--- config.mk ---
export PLATFORM = sky130hd
export DESIGN_NAME = carfield_apb_periph_demux
export DESIGN_NICKNAME = d
export VERILOG_FILES = /design/src/rtl/carfield_apb_map_pkg.sv /design/src/rtl/carfield_apb_addr_decode.sv /design/src/rtl/carfield_apb_periph_demux.sv
export SDC_FILE = /design/constraint.sdc
export NUM_CORES = 1
export LEC_CHECK = 0
export CORE_AREA = 2 2 180 182
export DETAILED_ROUTE_END_ITERATION = 6
export DIE_AREA = 0 0 182 184
export GPL_ROUTABILITY_DRIVEN = 0
export PLACE_DENSITY = 0.54
export SLEW_MARGIN = 10
export SYNTH_ARGS = -nofsm -noshare
export SYNTH_HDL_FRONTEND = slang
export SYNTH_SLANG_ARGS = --single-unit
--- constraint.sdc ---
create_clock -name clk_i -period 4.4 [get_ports clk_i]
set_input_delay 1.32 -clock clk_i [delete_from_list [all_inputs] [get_ports clk_i]]
set_output_delay 1.32 -clock clk_i [all_outputs]
set_load 0.005 [all_outputs]
--- src/rtl/carfield_apb_map_pkg.sv ---
// Carfield peripheral APB segment address map.
// Shared between the demultiplexer and its address decoder.
package carfield_apb_map_pkg;

    localparam int NumApbSub = 8;

    // Downstream completer indices; value equals the sub_psel_o bit position.
    typedef enum logic [2:0] {
        ApbCan         = 3'd0,
        ApbTimer       = 3'd1,
        ApbAdvTimer    = 3'd2,
        ApbWatchdog    = 3'd3,
        ApbHyperbus    = 3'd4,
        ApbStreamerCfg = 3'd5,
        ApbStreamerApb = 3'd6,
        ApbSpw         = 3'd7
    } apb_idx_e;

    // One region of the map: start_addr inclusive, end_addr exclusive.
    typedef struct packed {
        apb_idx_e    idx;
        logic [31:0] start_addr;
        logic [31:0] end_addr;
    } addr_rule_t;

    localparam addr_rule_t ApbAddrMap [NumApbSub] = '{
        '{idx: ApbCan,         start_addr: 32'h2000_1000, end_addr: 32'h2000_2000},
        '{idx: ApbTimer,       start_addr: 32'h2000_4000, end_addr: 32'h2000_5000},
        '{idx: ApbAdvTimer,    start_addr: 32'h2000_5000, end_addr: 32'h2000_6000},
        '{idx: ApbWatchdog,    start_addr: 32'h2000_7000, end_addr: 32'h2000_8000},
        '{idx: ApbHyperbus,    start_addr: 32'h2000_8000, end_addr: 32'h2000_9000},
        '{idx: ApbStreamerCfg, start_addr: 32'h2000_9000, end_addr: 32'h2001_1000},
        '{idx: ApbStreamerApb, start_addr: 32'h2001_1000, end_addr: 32'h2001_9000},
        '{idx: ApbSpw,         start_addr: 32'h2001_9000, end_addr: 32'h2001_A000}
    };

    // Read data returned for unmapped, disabled or timed-out accesses.
    localparam logic [31:0] ApbErrData = 32'hBADC_AB1E;

endpackage

--- src/rtl/carfield_apb_addr_decode.sv ---
// Combinational address decoder for the Carfield peripheral APB segment.
// Disabled regions decode as holes (hit = 0).
module carfield_apb_addr_decode
    import carfield_apb_map_pkg::*;
#(
    parameter bit CanEnable       = 1'b1,
    parameter bit StreamerEnable  = 1'b1,
    parameter bit SpaceWireEnable = 1'b1
) (
    input  logic [31:0] addr,
    output logic        hit,
    output apb_idx_e    idx
);

    function automatic logic region_enabled(input apb_idx_e i);
        case (i)
            ApbCan:                         return CanEnable;
            ApbStreamerCfg, ApbStreamerApb: return StreamerEnable;
            ApbSpw:                         return SpaceWireEnable;
            default:                        return 1'b1;
        endcase
    endfunction

    // Range-match the address against every enabled region of the map.
    always_comb begin
        // NOTE: every output gets a default before the loop so no path leaves it unassigned (no latch).
        hit = 1'b0;
        idx = ApbCan;
        for (int i = 0; i < NumApbSub; i++) begin
            if (region_enabled(ApbAddrMap[i].idx) &&
                addr >= ApbAddrMap[i].start_addr && addr < ApbAddrMap[i].end_addr) begin
                hit = 1'b1;
                idx = ApbAddrMap[i].idx;
            end
        end
    end

endmodule

--- src/rtl/carfield_apb_periph_demux.sv ---
// Registered APB demultiplexer and error responder for the Carfield
// peripheral segment. One transfer outstanding at a time.
// Optional access-phase timeout: define CARFIELD_APB_DEMUX_TIMEOUT_EN.
module carfield_apb_periph_demux
    import carfield_apb_map_pkg::*;
#(
    parameter bit          CanEnable       = 1'b1,
    parameter bit          StreamerEnable  = 1'b1,
    parameter bit          SpaceWireEnable = 1'b1,
    parameter int unsigned TimeoutCycles   = 256
) (
    input  logic                        clk_i,
    input  logic                        rst_i,
    input  logic                        psel_i,
    input  logic                        penable_i,
    input  logic                        pwrite_i,
    input  logic [31:0]                 paddr_i,
    input  logic [31:0]                 pwdata_i,
    input  logic [3:0]                  pstrb_i,
    input  logic [2:0]                  pprot_i,
    output logic                        pready_o,
    output logic [31:0]                 prdata_o,
    output logic                        pslverr_o,
    output logic [NumApbSub-1:0]        sub_psel_o,
    output logic                        sub_penable_o,
    output logic                        sub_pwrite_o,
    output logic [31:0]                 sub_paddr_o,
    output logic [31:0]                 sub_pwdata_o,
    output logic [3:0]                  sub_pstrb_o,
    output logic [2:0]                  sub_pprot_o,
    input  logic [NumApbSub-1:0]        sub_pready_i,
    input  logic [NumApbSub-1:0][31:0]  sub_prdata_i,
    input  logic [NumApbSub-1:0]        sub_pslverr_i,
    output logic                        timeout_o
);

    localparam logic [1:0] StIdle   = 2'd0;
    localparam logic [1:0] StSetup  = 2'd1;
    localparam logic [1:0] StAccess = 2'd2;
    localparam logic [1:0] StResp   = 2'd3;

    localparam int unsigned CntW = $clog2(TimeoutCycles) + 1;

    logic [1:0]  state_q;
    apb_idx_e    idx_q;
    logic [31:0] rdata_q;
    logic        err_q;
    logic        drop_q;    // upstream abandoned the transfer; swallow the response
    logic        timeout_q;
    logic        timeout_hit;
    logic        dec_hit;
    apb_idx_e    dec_idx;

    carfield_apb_addr_decode #(
        .CanEnable       (CanEnable),
        .StreamerEnable  (StreamerEnable),
        .SpaceWireEnable (SpaceWireEnable)
    ) i_addr_decode (
        .addr (paddr_i),
        .hit  (dec_hit),
        .idx  (dec_idx)
    );

`ifdef CARFIELD_APB_DEMUX_TIMEOUT_EN
    localparam logic [CntW-1:0] TimeoutLast = CntW'(TimeoutCycles - 1);

    logic [CntW-1:0] cnt_q;

    // Count ACCESS cycles without ready; cleared while entering ACCESS.
    always_ff @(posedge clk_i or posedge rst_i) begin
        if (rst_i) begin
            cnt_q <= '0;
        end else if (state_q == StSetup) begin
            cnt_q <= '0;
        end else if (state_q == StAccess && !sub_pready_i[idx_q]) begin
            cnt_q <= cnt_q + 1'b1;
        end
    end

    // The last waiting cycle aborts; a completer ready in that cycle wins.
    assign timeout_hit = (state_q == StAccess) && !sub_pready_i[idx_q] && (cnt_q == TimeoutLast);
`else
    // Without the timeout feature ACCESS waits indefinitely.
    logic [CntW-1:0] unused_timeout_cnt;
    assign unused_timeout_cnt = '0;
    assign timeout_hit        = 1'b0;
`endif

    // Transfer FSM: accept, decode, run the downstream transfer, respond.
    always_ff @(posedge clk_i or posedge rst_i) begin
        if (rst_i) begin
            state_q      <= StIdle;
            idx_q        <= ApbCan;
            rdata_q      <= '0;
            err_q        <= 1'b0;
            drop_q       <= 1'b0;
            timeout_q    <= 1'b0;
            sub_pwrite_o <= 1'b0;
            sub_paddr_o  <= '0;
            sub_pwdata_o <= '0;
            sub_pstrb_o  <= '0;
            sub_pprot_o  <= '0;
        end else begin
            // NOTE: non-blocking assignments so every register samples pre-edge values.
            timeout_q <= 1'b0;
            case (state_q)
                StIdle: begin
                    if (psel_i && !penable_i) begin
                        drop_q <= 1'b0;
                        if (dec_hit) begin
                            idx_q        <= dec_idx;
                            sub_pwrite_o <= pwrite_i;
                            sub_paddr_o  <= paddr_i;
                            sub_pwdata_o <= pwdata_i;
                            sub_pstrb_o  <= pstrb_i;
                            sub_pprot_o  <= pprot_i;
                            state_q      <= StSetup;
                        end else begin
                            rdata_q <= ApbErrData;
                            err_q   <= 1'b1;
                            state_q <= StResp;
                        end
                    end
                end
                StSetup: begin
                    if (!psel_i) drop_q <= 1'b1;
                    state_q <= StAccess;
                end
                StAccess: begin
                    if (!psel_i) drop_q <= 1'b1;
                    if (sub_pready_i[idx_q]) begin
                        rdata_q <= sub_prdata_i[idx_q];
                        err_q   <= sub_pslverr_i[idx_q];
                        state_q <= StResp;
                    end else if (timeout_hit) begin
                        rdata_q   <= ApbErrData;
                        err_q     <= 1'b1;
                        timeout_q <= 1'b1;
                        state_q   <= StResp;
                    end
                end
                default: state_q <= StIdle;
            endcase
        end
    end

    // Downstream select and upstream response derived from the registered state.
    always_comb begin
        sub_psel_o = '0;
        if (state_q == StSetup || state_q == StAccess) sub_psel_o[idx_q] = 1'b1;
        sub_penable_o = (state_q == StAccess);
        pready_o      = (state_q == StResp) && !drop_q;
        prdata_o      = pready_o ? rdata_q : '0;
        pslverr_o     = pready_o && err_q;
    end

    assign timeout_o = timeout_q;

endmodule

==> summary.md <==
| Metric | Value |
|---|---|
| Critical R2R Capture | `rdata_q[30]` |
| Post-synthesis xor/xnor area fraction | `0%` |
| Mean Syn Cell Area | `13.7 sq um` |
| Leakage | `4.62 nW` |
| Tcrit/Tclk final | `a little under nine tenths` |
| GRT Resource Usage Total | `16.2%` |
| Highest clock rate | `approximately 0.27 GHz` |
| Largest net degree at the start of global routing | `55` |
| Routed Antenna Nets | `0` |
| Congestion Overflow GR | `0` |
| Synth-to-layout area growth | `78.7%` |
| Highest metal used | `met5` |
| Final WS setup | `0.646 ns` |
| Hpwl dp | `~23,000 microns` |
| Main combinational cell family by area after synthesis | `multiplexers` |
| Critical-path cell list | `ha_1 > nor2b_4 > buf_4 > and2_1 > clkdlybuf4s50_1` |
| Worst reg2reg setup slack | `1.43 ns` |
| Last element of the critical path | `prdata_o[27]` |
| Syn Nets | `846` |
| CTS Sinks | `111` |
| Yosys reg bits | `111` |
| Initial Utilization | `between 20% and 30%` |
| Detail-routed via count per cell | `4.47` |
| M1 WL | `between 10,000 and 15,000 microns` |
| Placed cell count | `approximately 1,300` |
| Clk slew on worst S/H paths | `0.10 ns` |
| CP startpoint kind | `register` |
| DR WL met2 | `14,300 microns` |
| Worst slack, placed | `0.576 ns` |
| FFs w/ async S/R, synth | `100%` |
| Worst skew pair latency | `0.36 ns` |
| Share of layout cells above drive strength 1 | `between 10% and 20%` |
| Clock Skew | `0.0168 ns` |
| Switch share | `30.7%` |
| Sequential share of the synthesized area | `between 40% and 50%` |
| RSZ-0062 raised after global routing | `no` |
| Crit. Startpoint | `state_q[1]` |
| CP endpoint kind | `output pin` |
| # IOs | `roughly 460` |
| Die width | `between 150 and 200 microns` |
| Clk root buf | `clkbuf_16` |
| CTS Buffer Depth | `2` |
| Max incr delay on CP | `0.58 ns` |
| Leading area contributor after synthesis | `dfrtp_1` |
| CP bufs+invs | `2` |
| Slew HR | `between 40% and 50%` |
| Post_cts resized | `0` |
| Internal Power | `between 2 and 2.5 mW` |
| CP Max Fanout | `29` |
| Mapped Cells | `~500` |
| Number of nets in the layout | `between 1,000 and 1,500` |
| Initial antenna violation count | `3` |
| Ys flop type | `dfrtp_1` |
| Post-synthesis adder-cell area fraction | `0.554%` |
| Placed cell area | `11,800 sq um` |
| EDFF count, synth | `0` |
| Final instance area | `12,100 sq um` |
| Synth Area in Compound Gates | `9.45%` |
| Setup TNS | `0 ns` |
| Worst IR drop on VDD | `0.204 mV` |
| Synth unique cells | `48` |
| PD cells | `279 nW/um^2` |
| Worst min path class | `reg -> reg` |
| Setup bufs post-CTS | `0` |
| Final wirelength | `between 20,000 and 30,000 microns` |
| Worst hold margin | `0.481 ns` |
| Clk pwr share | `about a quarter` |
| Num rows | `65` |
| Drt first pass iters | `4` |
| Top Family by Delay on Critical Path | `buffers and inverters` |
| CTS Buf Count | `9` |
| Final setup viols | `0` |
| Min Clock Period, post-route | `between 3 and 4 ns` |
| Area share of the largest cell type after synthesis | `between 40% and 50%` |
| Simple-gate portion of the synthesized area | `under 10%` |
| Psw | `1.04 mW` |
| Hold Buf Count CTS | `0` |
| Design Power | `3.38 mW` |
| Final Hold Fails | `0` |
| Most common library cell in the layout ignoring fill and taps | `clkdlybuf4s50_1` |
| DR WL/cell | `20.9 microns` |
| Iteration-0 DRC Markers | `180` |
| WS Path Type | `reg -> out` |
| Fillers | `between 3,000 and 4,000` |
| Finished Layout Cells | `between 1,000 and 1,500` |
| Slew Limit Fails | `0` |
| DR WL met3 | `2440 microns` |
| Ys Warns | `0` |
| Required time worst endpoint | `between 3 and 4 ns` |
| Logic gate share of total power | `around 38%` |
| Critical path depth in cells | `5` |
| Commonest cells after routing, fill and taps aside | `clkdlybuf4s50_1 (462), dfrtp_1 (108), mux4_2 (61), mux2_2 (58), mux2i_1 (36)` |
| CTS tree | `done` |
| H-tree depth | `3` |
| Global-route wire length before repair | `roughly 40,000 microns` |
| MaxCap Viol Count | `0` |
| Die H | `184 microns` |
| Remaining DRCs | `0` |
| Via count | `5,990` |
| Synthesized cell area | `a little under 7000 sq um` |
| Seq pwr share | `36.0%` |
| Die area | `around 33,000 sq um` |
| Highest-delay cell along the critical path | `nor2b_4` |
| Multiplexer share of the synthesized area | `36.5%` |
| Synth area leaders | `dfrtp_1 (41%), mux4_2 (20%), mux2_2 (9.6%)` |
| Reg2reg start | `idx_q[1]` |
| Status | `finished, final reports clean` |
| Worst path arrival time | `around 2.4 ns` |
| Post-route core utilization | `38.6%` |
| IO Port Bufs | `462` |
| Core Area | `about 31,000 sq um` |
| Slew at the pin with the worst max-slew slack | `approximately 0.85 ns` |
| R2R cell count | `6` |
| Number of global-route vias before repair | `~6,300` |
[worst min path at each step]
stage | start | end | depth (start not counted)
after floorplan | rdata_q[0] | rdata_q[0] | 1
after global placement | sub_paddr_o[29] | sub_paddr_o[29] | 1
after detailed placement | sub_paddr_o[29] | sub_paddr_o[29] | 1
after CTS | rdata_q[21] | rdata_q[21] | 1
after global routing | rdata_q[24] | rdata_q[24] | 1
final | sub_paddr_o[29] | sub_paddr_o[29] | 1
[synthesized netlist by cell type (4+ instances only)]
cell type  instances
buf_4              8
and2_1            35
nor2_1            16
buf_2             14
a22oi_1            6
nor2b_1           17
buf_1              7
o2bb2ai_1         10
o21ai_0            4
a2bb2oi_2         20
nand2_1           11
mux2_1             8
inv_1              7
dfrtp_1          111
mux4_2            61
mux2_2            58
clkbuf_1          14
mux2i_1           36
a21oi_1            5
nand2b_1           5
[registers in the layout, indices dropped and copies added (netlist names)]
signal        flops
drop_q            1
err_q             1
idx_q             3
rdata_q          32
state_q           2
sub_paddr_o      32
sub_pprot_o       3
sub_pstrb_o       4
sub_pwdata_o     32
sub_pwrite_o      1
[routing by layer]
metal  vias to the layer above  global-route usage, %
met5                         -                      0
met4                         2                   2.32
met3                        11                   5.78
met2                       277                   28.9
met1                      2925                   19.1
li1                       2775                      -
[final cells by class]
class	instances	area, sq um	area share [%]
flip-flops and latches	111	2790	23.0
multi-input cells	331	3740	30.9
clock buffers	9	225	1.86
inverters	7	28.8	0.237
well taps	402	503	4.15
diodes	1	2.50	0.0206
repair buffers	473	4730	39.0
clock inverters	7	93.8	0.774
[logic make-up after synthesis]
logic type	count (synthesis)
flops	111
fa+ha+maj	3
buf+inv	53
other cells	1
compound gates	65
simple gates	99
mux	163
[power groups by stage]
stage               combinational, mW  sequential, mW  clock, mW
floorplan                       0.638            1.22          0
global placement                 1.29            1.24          0
detailed placement               1.30            1.24          0
CTS                              1.31            1.22      0.928
global route                     1.38            1.23      0.969
finish                           1.28            1.22      0.881
Note: power is estimated with default switching activity, not from simulation.
